[src/rtl/reliability_pkg.sv]
`default_nettype none
// ============================================================================
// Module      : reliability_pkg
// Description : Shared types and defaults for the reliability accumulator.
//               Holds the combine-mode enum, the controller state enum and the
//               default probability / beat-counter widths.
// Revision    : 1.0 - initial release
// ============================================================================
package reliability_pkg;

    // Default probability width (unsigned Q0.W fraction).
    localparam int c_default_w  = 8;
    // Default beat-counter width.
    localparam int c_default_cw = 4;

    typedef enum logic [0:0] {
        SERIES   = 1'b0,
        PARALLEL = 1'b1
    } mode_t;

    typedef enum logic [0:0] {
        ST_ACCUM = 1'b0,
        ST_DONE  = 1'b1
    } state_t;

endpackage
`default_nettype wire

[src/rtl/reliability_fxmul.sv]
`default_nettype none
// ============================================================================
// Module      : reliability_fxmul
// Description : Combinational Q0.W fixed-point multiply, y = (a*b) >> W.
//               With RELIABILITY_ACCUM_ROUND_EN defined the product is rounded
//               half up, y = (a*b + 2^(W-1)) >> W; otherwise it truncates.
// Ports       : i_a [W-1:0] - first operand
//               i_b [W-1:0] - second operand
//               o_y [W-1:0] - scaled product
// Revision    : 1.0 - initial release
// ============================================================================
module reliability_fxmul #(
    parameter int W = 8
) (
    input  logic [W-1:0] i_a,
    input  logic [W-1:0] i_b,
    output logic [W-1:0] o_y
);

    logic [2*W-1:0] w_prod;
    logic [2*W-1:0] w_sum;

    // Zero-extend both operands so the full 2W-bit product is formed.
    assign w_prod = {{W{1'b0}}, i_a} * {{W{1'b0}}, i_b};

`ifdef RELIABILITY_ACCUM_ROUND_EN
    // Half an LSB of the result; (2^W-1)^2 + 2^(W-1) still fits in 2W bits.
    localparam logic [2*W-1:0] c_half = (2*W)'(1) << (W - 1);
    assign w_sum = w_prod + c_half;
`else
    assign w_sum = w_prod;
`endif

    assign o_y = W'(w_sum >> W);

endmodule
`default_nettype wire

[src/rtl/reliability_accum.sv]
`default_nettype none
// ============================================================================
// Module      : reliability_accum
// Description : Combines a set of component reliabilities (Q0.W fractions)
//               in series (product of p) or parallel (1 - product of (1-p)).
//               A set is a run of accepted beats terminated by in_last; the
//               result is presented one cycle later under a valid/ready
//               handshake. Option macro: RELIABILITY_ACCUM_ROUND_EN selects
//               round-half-up multiplication instead of truncation.
// Ports       : clk        - clock, rising edge
//               rst_n      - synchronous active-low reset
//               in_p       - component reliability of the current beat
//               in_mode    - 0 series / 1 parallel, taken from the first beat
//               in_valid   - input beat offered
//               in_ready   - input beat can be accepted
//               in_last    - final component of the set
//               out_r      - combined reliability
//               out_cnt    - beats combined, saturating
//               out_valid  - result available
//               out_ready  - result consumed
// Revision    : 1.0 - initial release
// ============================================================================
module reliability_accum
    import reliability_pkg::*;
#(
    parameter int W  = c_default_w,
    parameter int CW = c_default_cw
) (
    input  logic          clk,
    input  logic          rst_n,
    input  logic [W-1:0]  in_p,
    input  logic          in_mode,
    input  logic          in_valid,
    output logic          in_ready,
    input  logic          in_last,
    output logic [W-1:0]  out_r,
    output logic [CW-1:0] out_cnt,
    output logic          out_valid,
    input  logic          out_ready
);

    localparam logic [CW-1:0] c_cnt_max = '1;

    state_t        r_state;
    state_t        w_state_nxt;
    logic          r_first;
    mode_t         r_mode;
    logic [W-1:0]  r_acc;
    logic [CW-1:0] r_cnt;

    logic          w_beat;
    mode_t         w_mode_eff;
    logic [W-1:0]  w_term;
    logic [W-1:0]  w_prod;
    logic [W-1:0]  w_acc_nxt;
    logic [CW-1:0] w_cnt_nxt;

    assign w_beat = in_valid && in_ready;

    // Mode is only sampled on the first beat of a set; later beats use the
    // latched value regardless of in_mode.
    assign w_mode_eff = r_first ? mode_t'(in_mode) : r_mode;

    // Parallel sets accumulate the product of failure probabilities (~p) and
    // complement once at the output.
    assign w_term = (w_mode_eff == PARALLEL) ? ~in_p : in_p;

    reliability_fxmul #(
        .W (W)
    ) u_fxmul (
        .i_a (r_acc),
        .i_b (w_term),
        .o_y (w_prod)
    );

    assign w_acc_nxt = r_first ? w_term : w_prod;
    assign w_cnt_nxt = r_first              ? CW'(1) :
                       (r_cnt == c_cnt_max) ? r_cnt  :
                                              r_cnt + 1'b1;

    // Next-state and output decode.
    always_comb begin
        w_state_nxt = r_state;
        in_ready    = 1'b0;
        out_valid   = 1'b0;
        out_r       = '0;
        out_cnt     = '0;
        case (r_state)
            ST_ACCUM: begin
                in_ready = 1'b1;
                if (in_valid && in_last) begin
                    w_state_nxt = ST_DONE;
                end
            end
            ST_DONE: begin
                out_valid = 1'b1;
                out_r     = (r_mode == PARALLEL) ? ~r_acc : r_acc;
                out_cnt   = r_cnt;
                if (out_ready) begin
                    w_state_nxt = ST_ACCUM;
                end
            end
            default: begin
                w_state_nxt = ST_ACCUM;
            end
        endcase
    end

    // State and datapath registers. No beats are accepted in DONE, so acc,
    // cnt and mode hold the result steady until it is consumed.
    always_ff @(posedge clk) begin
        if (!rst_n) begin
            r_state <= ST_ACCUM;
            r_first <= 1'b1;
            r_mode  <= SERIES;
            r_acc   <= '0;
            r_cnt   <= '0;
        end else begin
            r_state <= w_state_nxt;
            if (w_beat) begin
                r_first <= 1'b0;
                r_acc   <= w_acc_nxt;
                r_cnt   <= w_cnt_nxt;
                if (r_first) begin
                    r_mode <= w_mode_eff;
                end
            end
            if ((r_state == ST_DONE) && out_ready) begin
                r_first <= 1'b1;
            end
        end
    end

endmodule
`default_nettype wire

[config.mk]
export PLATFORM = sky130hd
export DESIGN_NAME = reliability_accum
export DESIGN_NICKNAME = d
export VERILOG_FILES = /design/src/rtl/reliability_pkg.sv /design/src/rtl/reliability_fxmul.sv /design/src/rtl/reliability_accum.sv
export SDC_FILE = /design/constraint.sdc
export NUM_CORES = 1
export LEC_CHECK = 0
export BUFFER_PORTS_ARGS = -buffer_cell sky130_fd_sc_hd__buf_2
export CAP_MARGIN = 15
export CORE_MARGIN = 5
export CORE_UTILIZATION = 67
export CTS_BUF_LIST = sky130_fd_sc_hd__clkbuf_2
export DETAILED_ROUTE_END_ITERATION = 16
export GPL_TIMING_DRIVEN = 0
export PLACE_DENSITY = 0.9
export SYNTH_ARGS = -nofsm -noshare
export SYNTH_HDL_FRONTEND = slang
export SYNTH_SLANG_ARGS = --single-unit
export TNS_END_PERCENT = 30
[constraint.sdc]
create_clock -name clk -period 16.06 [get_ports clk]
set_clock_uncertainty 0.1 [all_clocks]
set_input_delay 2.409 -clock clk [delete_from_list [all_inputs] [get_ports clk]]
set_output_delay 2.409 -clock clk [all_outputs]
set_load 0.01 [all_outputs]
==> results of run 1 <==
## worst max-delay path, stage by stage
cell and delay, ns:
buf_2 0.15, mux2i_4 0.17, xnor2_1 0.73, and2_1 0.24, fa_1 0.45, fa_1 0.53
fa_1 0.56, inv_1 0.06, fa_1 0.53, inv_1 0.04, ha_1 0.36, a21o_1 0.23
a221o_1 0.41, a221o_2 0.46, a211o_2 0.34, nand3_1 0.08, o21ai_0 0.08
## synthesized netlist by cell type (5+ instances only)
library cell and number:
ha_1 34, fa_1 35, clkbuf_1 13, nand3_1 5
a211oi_1 5, o21ai_0 9, nor2_1 19, inv_1 41
nor3_1 6, dfxtp_1 15, a21oi_1 11, nand2_1 29
xnor2_1 19, and2_1 54
## stage by stage
step / total power, µW / instances / cell area (µm²) / hold WS [ns]
after floorplan: 163 / 345 / 2920 / 0.380
after global placement: 194 / 424 / 3120 / 0.402
after detailed placement: 199 / 424 / 3120 / 0.411
after CTS: 219 / 428 / 3140 / 0.432
after global routing: 248 / 428 / 3140 / 0.466
final: 219 / 428 / 3140 / 0.430
## logic make-up (layout without fill, tap and decap cells)
kind of cell,after synthesis,after routing
AO/OA/AOI/OAI,50,50
multiplexers,6,6
XOR/XNOR,20,20
buffers and inverters,55,86
flip-flops,15,15
AND/OR/NAND/NOR,130,130
adder cells (fa/ha/maj),69,69
## worst max-delay path by stage
stage / start / end
3_5_place_dp: in_mode / r_acc[4]$_SDFFE_PN0P_
6_report: in_mode / r_acc[4]$_SDFFE_PN0P_
4_1_cts: in_mode / r_acc[4]$_SDFFE_PN0P_
2_1_floorplan: in_mode / r_acc[4]$_SDFFE_PN0P_
3_3_place_gp: in_mode / r_acc[4]$_SDFFE_PN0P_
5_1_grt: in_mode / r_acc[3]$_SDFFE_PN0P_
## placed cells by master, fill, tap and decap left out, types with 3 or more instances in the layout
cell      Yosys  final
nor2_1       19     19
fa_1         35     35
dfxtp_1      15     15
mux2i_1       3      3
nor3_1        6      6
a31oi_1       4      4
o221ai_1      3      3
a21boi_0      3      3
buf_2         0     27
clkbuf_1     13     13
nand2b_1      3      3
o21ai_0       9      9
ha_1         34     34
a21oi_1      11     11
a21o_1        4      4
a211oi_1      5      5
nand2_1      29     29
nand4_1       3      3
xnor2_1      19     19
inv_1        41     41
nand3_1       5      5
and2_1       54     54
clkbuf_2      0      4
## area by class of cell
type / count / share of cell area [%]
multi-input combinational: 275 / 76.6
sequential: 15 / 9.57
inverter: 41 / 4.91
timing repair buffer: 27 / 4.31
tap: 52 / 2.07
buffer: 14 / 1.91
clock buffer: 4 / 0.638
## state kept, by name, indices dropped and copies added (netlist names)
register	cells
r_acc	8
r_cnt	4
r_first	1
r_mode	1
r_state	1
## metal layers
metal	GRT usage (%)	wire [µm]	share of wire [%]	vias to the layer above
li1	-	-	-	1205
met1	30.5	2630	40	1200
met2	43.9	3400	52	80
met3	2.72	368	5.6	15
met4	7.12	152	2.3	0
met5	0	0	0	-
## power groups by stage
stage	Clock (µW)	Sequential [µW]	Combinational [µW]
2_1_floorplan	0	42.5	121
3_3_place_gp	0	42.5	151
3_5_place_dp	0	42.7	156
4_1_cts	19.5	41.9	158
5_1_grt	21.9	42.4	183
6_report	19.4	42.0	158
==> impl_metrics.ini, run 1 <==
[worst_setup_path]
r2r_end = r_acc[4]$_SDFFE_PN0P_
path_class = in2reg
reg2reg_depth = 16
worstReg2RegStart = r_first$_SDFFE_PP1P_
setup.worst_path.end_class = flip-flop
setup.worst_path.start_class = input port
critical_path_required_ns = 16.14
worst-path-max-fanout = 9
r2r_slack_ns = 10.05
arrival_ns = 7.84

[sta]
fmax_mhz = 129
finalCritPeriodShare_pct = 48.3
final-hold-violation-count = 0
setup_viol = 0
setup_ws_ns = 8.30
period_needed_ns = 7.76
worstMarginPinSlew_ns = 0.862
setup_tns_ns = 0
rsz0062_at_grt = no
drv_slew = 0
slew_headroom_pct = 42.1

[routing]
vias = 2500
drc = 0
routed_wl_um = 6550
initialDrtViolationCount = 197
drtPass1Iterations = 5
drtAntennaViolNets = 0
wl_per_cell_um = 15.3
post_drt_via_cell_ratio = 5.84

[global_routing]
grt_start_max_net_pins = 11
grt_first_pass_wirelength_um = 12000
grt_use_total_pct = 24.4
grt_pass1_vias = 2651
gr-total-overflow = 0
antenna_found_initial = 0

[placement]
io_buffers = 27
gp_congestion = 0.874
dpl.hpwl_um = 5180
pre_cts_ws_ns = 8.04

[logic_synthesis]
synth.cell_area_mm2 = 0.00292
synth_edf_count = 0
synth-simple-area-share_pct = 23.5
synth_top_cell_area_share_pct = 24.0
synth.distinct_cells = 43
synthAdderAreaFrac_pct = 38.6
synth_area_leader_cell = fa_1
synth_compound_area_share_pct = 11.7
synth_top_family_by_area = adder cells
yosys_warnings = 0
syn_nets = 428
ys_ff_latch = 15
synthCells = 345
synth_flop_cell = dfxtp_1
seq_area_frac_synth_pct = 10.3
synth_xor_area_share_pct = 6.01
syn_area_per_cell_um2 = 8.45
synthTopCellsByArea = fa_1, ha_1, and2_1
async_flop_share_pct = 0
synthMuxAreaShare_pct = 2.57

[finish]
syn_to_final_growth_pct = 7.55
fillers = 349
drive_above_1_share_pct = 10.6
diodes = 0
post-route-util_pct = 73.0
final_nets = 460
multi_input_area_mm2 = 0.00240
regArea_um2 = 300

[power_and_ir_drop]
p_sw_uw = 108
seq_power_share_pct = 19.2
ir_drop_v = 0.0000434
clkPwrFrac_pct = 8.8
switching_share_pct = 49.2
power_density_mw_per_mm2 = 69.8
p_leak_uw = 0.00160
internal-power_uw = 111
p_comb_share_pct = 72.0

[clock_tree]
cts_root_buf = clkbuf_2
cts_max_level = 1
clock-sinks = 15
cts_tree = done
clock_path_buffers = 2
post_cts_buffers = 0
cts_resized = 0
ctsHoldBuffers = 0
clk_pin_slew_worst_paths_ns = 0.14
insertion_delay_ns = 0.30
cts_buffers = 3

[job]
cap_violations = 0

[die]
num_rows = 24
die-area_mm2 = 0.00577
pin_count = 28
die_w_um = 76.0
start_util_pct = 67.9
die_h_um = 76.0
fp.coreArea_mm2 = 0.00429

[hold_path]
holdPathStages = 2
hp-class = reg2reg
hp-start = r_cnt[1]$_SDFFE_PN0P_
hold_end = r_cnt[1]$_SDFFE_PN0P_

[outcome]
status = finished clean
No activity file was read; power rests on OpenSTA's default activity.
==> run 2: changes to the inputs <==
ABC_AREA = 1   (was unset)
CORE_UTILIZATION = 63   (was 67)
PLACE_DENSITY = 0.85   (was 0.9)
clock period = 8.1 ns   (was 16.06 ns; I/O delays follow)
==> run 2 against run 1 <==
Critical endpoint is now r_acc[7]$_SDFFE_PN0P_. First-iteration DRC count increased by 32%. Via count is 11% higher. Die area up 5.7%. Combinational power up 82%. Non-clock buffer count is 9 lower. Hold slack worse by 0.025 ns. Synthesized area up 0.17%. Utilization decreased by 1.9 points. Count of clock-buffer cells in the layout down 1. Highest routed layer unchanged. Sequential share of layout area hardly changed. Synthesized cell count up 18%. Global-route usage is essentially flat. Critical path type unchanged.
==> impl_metrics.ini, run 2 <==
[worst_setup_path]
r2r_end = r_acc[7]$_SDFFE_PN0P_
r2r_slack_ns = 2.68
critical_path_required_ns = 8.22
worst-path-max-fanout = 7
path_class = in2reg
worstReg2RegStart = r_first$_SDFFE_PP1P_
slowest_stage = fa_1
path_cells = buf_2 -> nand2_4 -> nand2_8 -> xor2_1 -> inv_1 -> nor2_1 -> fa_1 -> fa_1 -> fa_1 -> inv_1 -> fa_1 -> inv_1 -> ha_1 -> a21o_1 -> a31oi_1 -> nor2_1 -> nor3_1 -> nand2_1 -> nand2_1 -> nand3_1 -> nand2_1 -> a21oi_1
reg2reg_depth = 23
setup.worst_path.end_class = flip-flop
max_stage_delay_ns = 0.56
setup.worst_path.start_class = input port
arrival_ns = 6.00
cp_common_cell = fa_1

[finish]
fillers = 371
layout_common_cells = inv_1, nand2_1, nor2_1
drive_above_1_share_pct = 10.0
diodes = 0
multi_input_area_mm2 = 0.00228
regArea_um2 = 300
post-route-util_pct = 71.2
layout.cells.non_filler = 491
regMostFlops = r_acc
largest_register_ffs = 8
final_common_cell = inv_1
final_nets = 523
largest_registers = r_acc x8, r_cnt x4
syn_to_final_growth_pct = 7.54

[placement]
io_buffers = 27
dpl.hpwl_um = 5930
place_inst = 487
gp_congestion = 0.873

[logic_synthesis]
synth_edf_count = 0
async_flop_share_pct = 0
syn_nets = 491
yosys_warnings = 0
synth_common_cells = inv_1, nand2_1, nor2_1
ys_ff_latch = 15
synth_flop_cell = dfxtp_1
seq_area_frac_synth_pct = 10.3
synth.distinct_cells = 32
synth_top_cell_area_share_pct = 24.0
synth_area_leader_cell = fa_1
synth.cell_area_mm2 = 0.00292
syn_area_per_cell_um2 = 7.16
synth_most_common_cell = inv_1
synthCells = 408
synthTopCellsByArea = fa_1, ha_1, dfxtp_1

[sta]
setup_tns_ns = 0
finalCritPeriodShare_pct = 72.7
slew_headroom_pct = 62.3
period_needed_ns = 5.89
final-hold-violation-count = 0
drv_slew = 0
setup_viol = 0
fmax_mhz = 170
rsz0062_at_grt = no
worstMarginPinSlew_ns = 0.565
whs_ns = 0.404

[die]
die_w_um = 78.1
pin_count = 28
fp.coreArea_mm2 = 0.00441
start_util_pct = 66.2
die_h_um = 78.1
num_rows = 24
die-area_mm2 = 0.00610

[routing]
drtPass1Iterations = 5
vias = 2763
wl_per_cell_um = 14.5
drtAntennaViolNets = 0
post_drt_via_cell_ratio = 5.63
drc = 0
initialDrtViolationCount = 261
routed_wl_um = 7140

[outcome]
status = finished clean

[hold_path]
hp-start = r_cnt[3]$_SDFFE_PN0P_
hp-class = reg2reg
hold_end = r_cnt[3]$_SDFFE_PN0P_
holdPathStages = 2

[power_and_ir_drop]
ir_drop_v = 0.000116
p_leak_uw = 0.00178
power_density_mw_per_mm2 = 131

[clock_tree]
clock-sinks = 15
clock_path_buffers = 2
cts_root_buf = clkbuf_2
clk_pin_slew_worst_paths_ns = 0.15
cts_max_level = 1
insertion_delay_ns = 0.31
cts_resized = 0
post_cts_buffers = 0
cts_buffers = 3
cts_tree = done
ctsHoldBuffers = 0

[global_routing]
grt_first_pass_wirelength_um = 12200
antenna_found_initial = 0
grt_use_total_pct = 24.4
grt_pass1_vias = 2709
grt_start_max_net_pins = 11
gr-total-overflow = 0

[job]
cap_violations = 0
## run 2: cell count changes after synthesis, moves of 6 or more
cell	change
clkbuf_1	-9
nand2_1	+42
nor2_1	+40
xnor2_1	-18
o21ai_0	+11
inv_1	+34
a21oi_1	+20
nand3_1	+17
xor2_1	+6
and2_1	-54
## run 2: through the flow
stage          cell area, µm²  total power, µW  setup WS (ns)
2_1_floorplan            2920              304           2.65
3_3_place_gp             3120              362           2.04
3_5_place_dp             3120              373           1.92
4_1_cts                  3140              412           2.23
5_1_grt                  3140              458           2.03
6_report                 3140              412           2.21
## run 2: area by class of cell
class,instances,share of cell area [%]
buffer,5,0.836
timing repair buffer,27,4.30
clock inverter,1,0.159
clock buffer,3,0.478
tap,52,2.07
inverter,81,9.92
multi-input combinational,307,72.7
sequential,15,9.56
## run 2: how the worst max path moves through the flow
stage	from	end	slack, ns	depth (start not counted)
after global routing	in_mode	r_acc[7]$_SDFFE_PN0P_	2.03	22
after CTS	in_mode	r_acc[7]$_SDFFE_PN0P_	2.23	22
final	in_mode	r_acc[7]$_SDFFE_PN0P_	2.21	22
after global placement	in_mode	r_acc[7]$_SDFFE_PN0P_	2.04	22
after detailed placement	in_mode	r_acc[7]$_SDFFE_PN0P_	1.92	22
after floorplan	in_mode	r_acc[7]$_SDFFE_PN0P_	2.65	21
## run 2: where the power goes
group | total [µW] | internal [µW] | leakage [µW] | switching [µW]
Clock | 37.4 | 11.1 | 0.0000164 | 26.3
Combinational | 287 | 100 | 0.00164 | 187
Sequential | 86.9 | 80.0 | 0.000123 | 6.96
## run 2: worst max-delay path: cells and delay by family
kind / cells / cell delay (ns)
adder cells (fa/ha/maj): 5 / 2.40
XOR/XNOR: 1 / 0.43
AND/OR/NAND/NOR: 9 / 1.02
buffers and inverters: 4 / 0.42
AO/OA/AOI/OAI: 3 / 0.52
## run 2: per-layer routing
metal,routed length [µm],up-vias,GRT usage [%],part of all wire (%)
met5,0,-,0,0
met3,447,12,3.66,6.3
met2,3440,118,38.7,48
met4,176,0,8.78,2.5
met1,3080,1291,33.9,43
li1,-,1342,-,-
## run 2: kinds of logic after synthesis
family                   Yosys count  synth area share, %
buffers and inverters             86                 11.6
XOR/XNOR                           8                 2.40
adder cells (fa/ha/maj)           69                 38.5
AO/OA/AOI/OAI                     64                 12.0
flip-flops                        15                 10.3
AND/OR/NAND/NOR                  166                 25.2
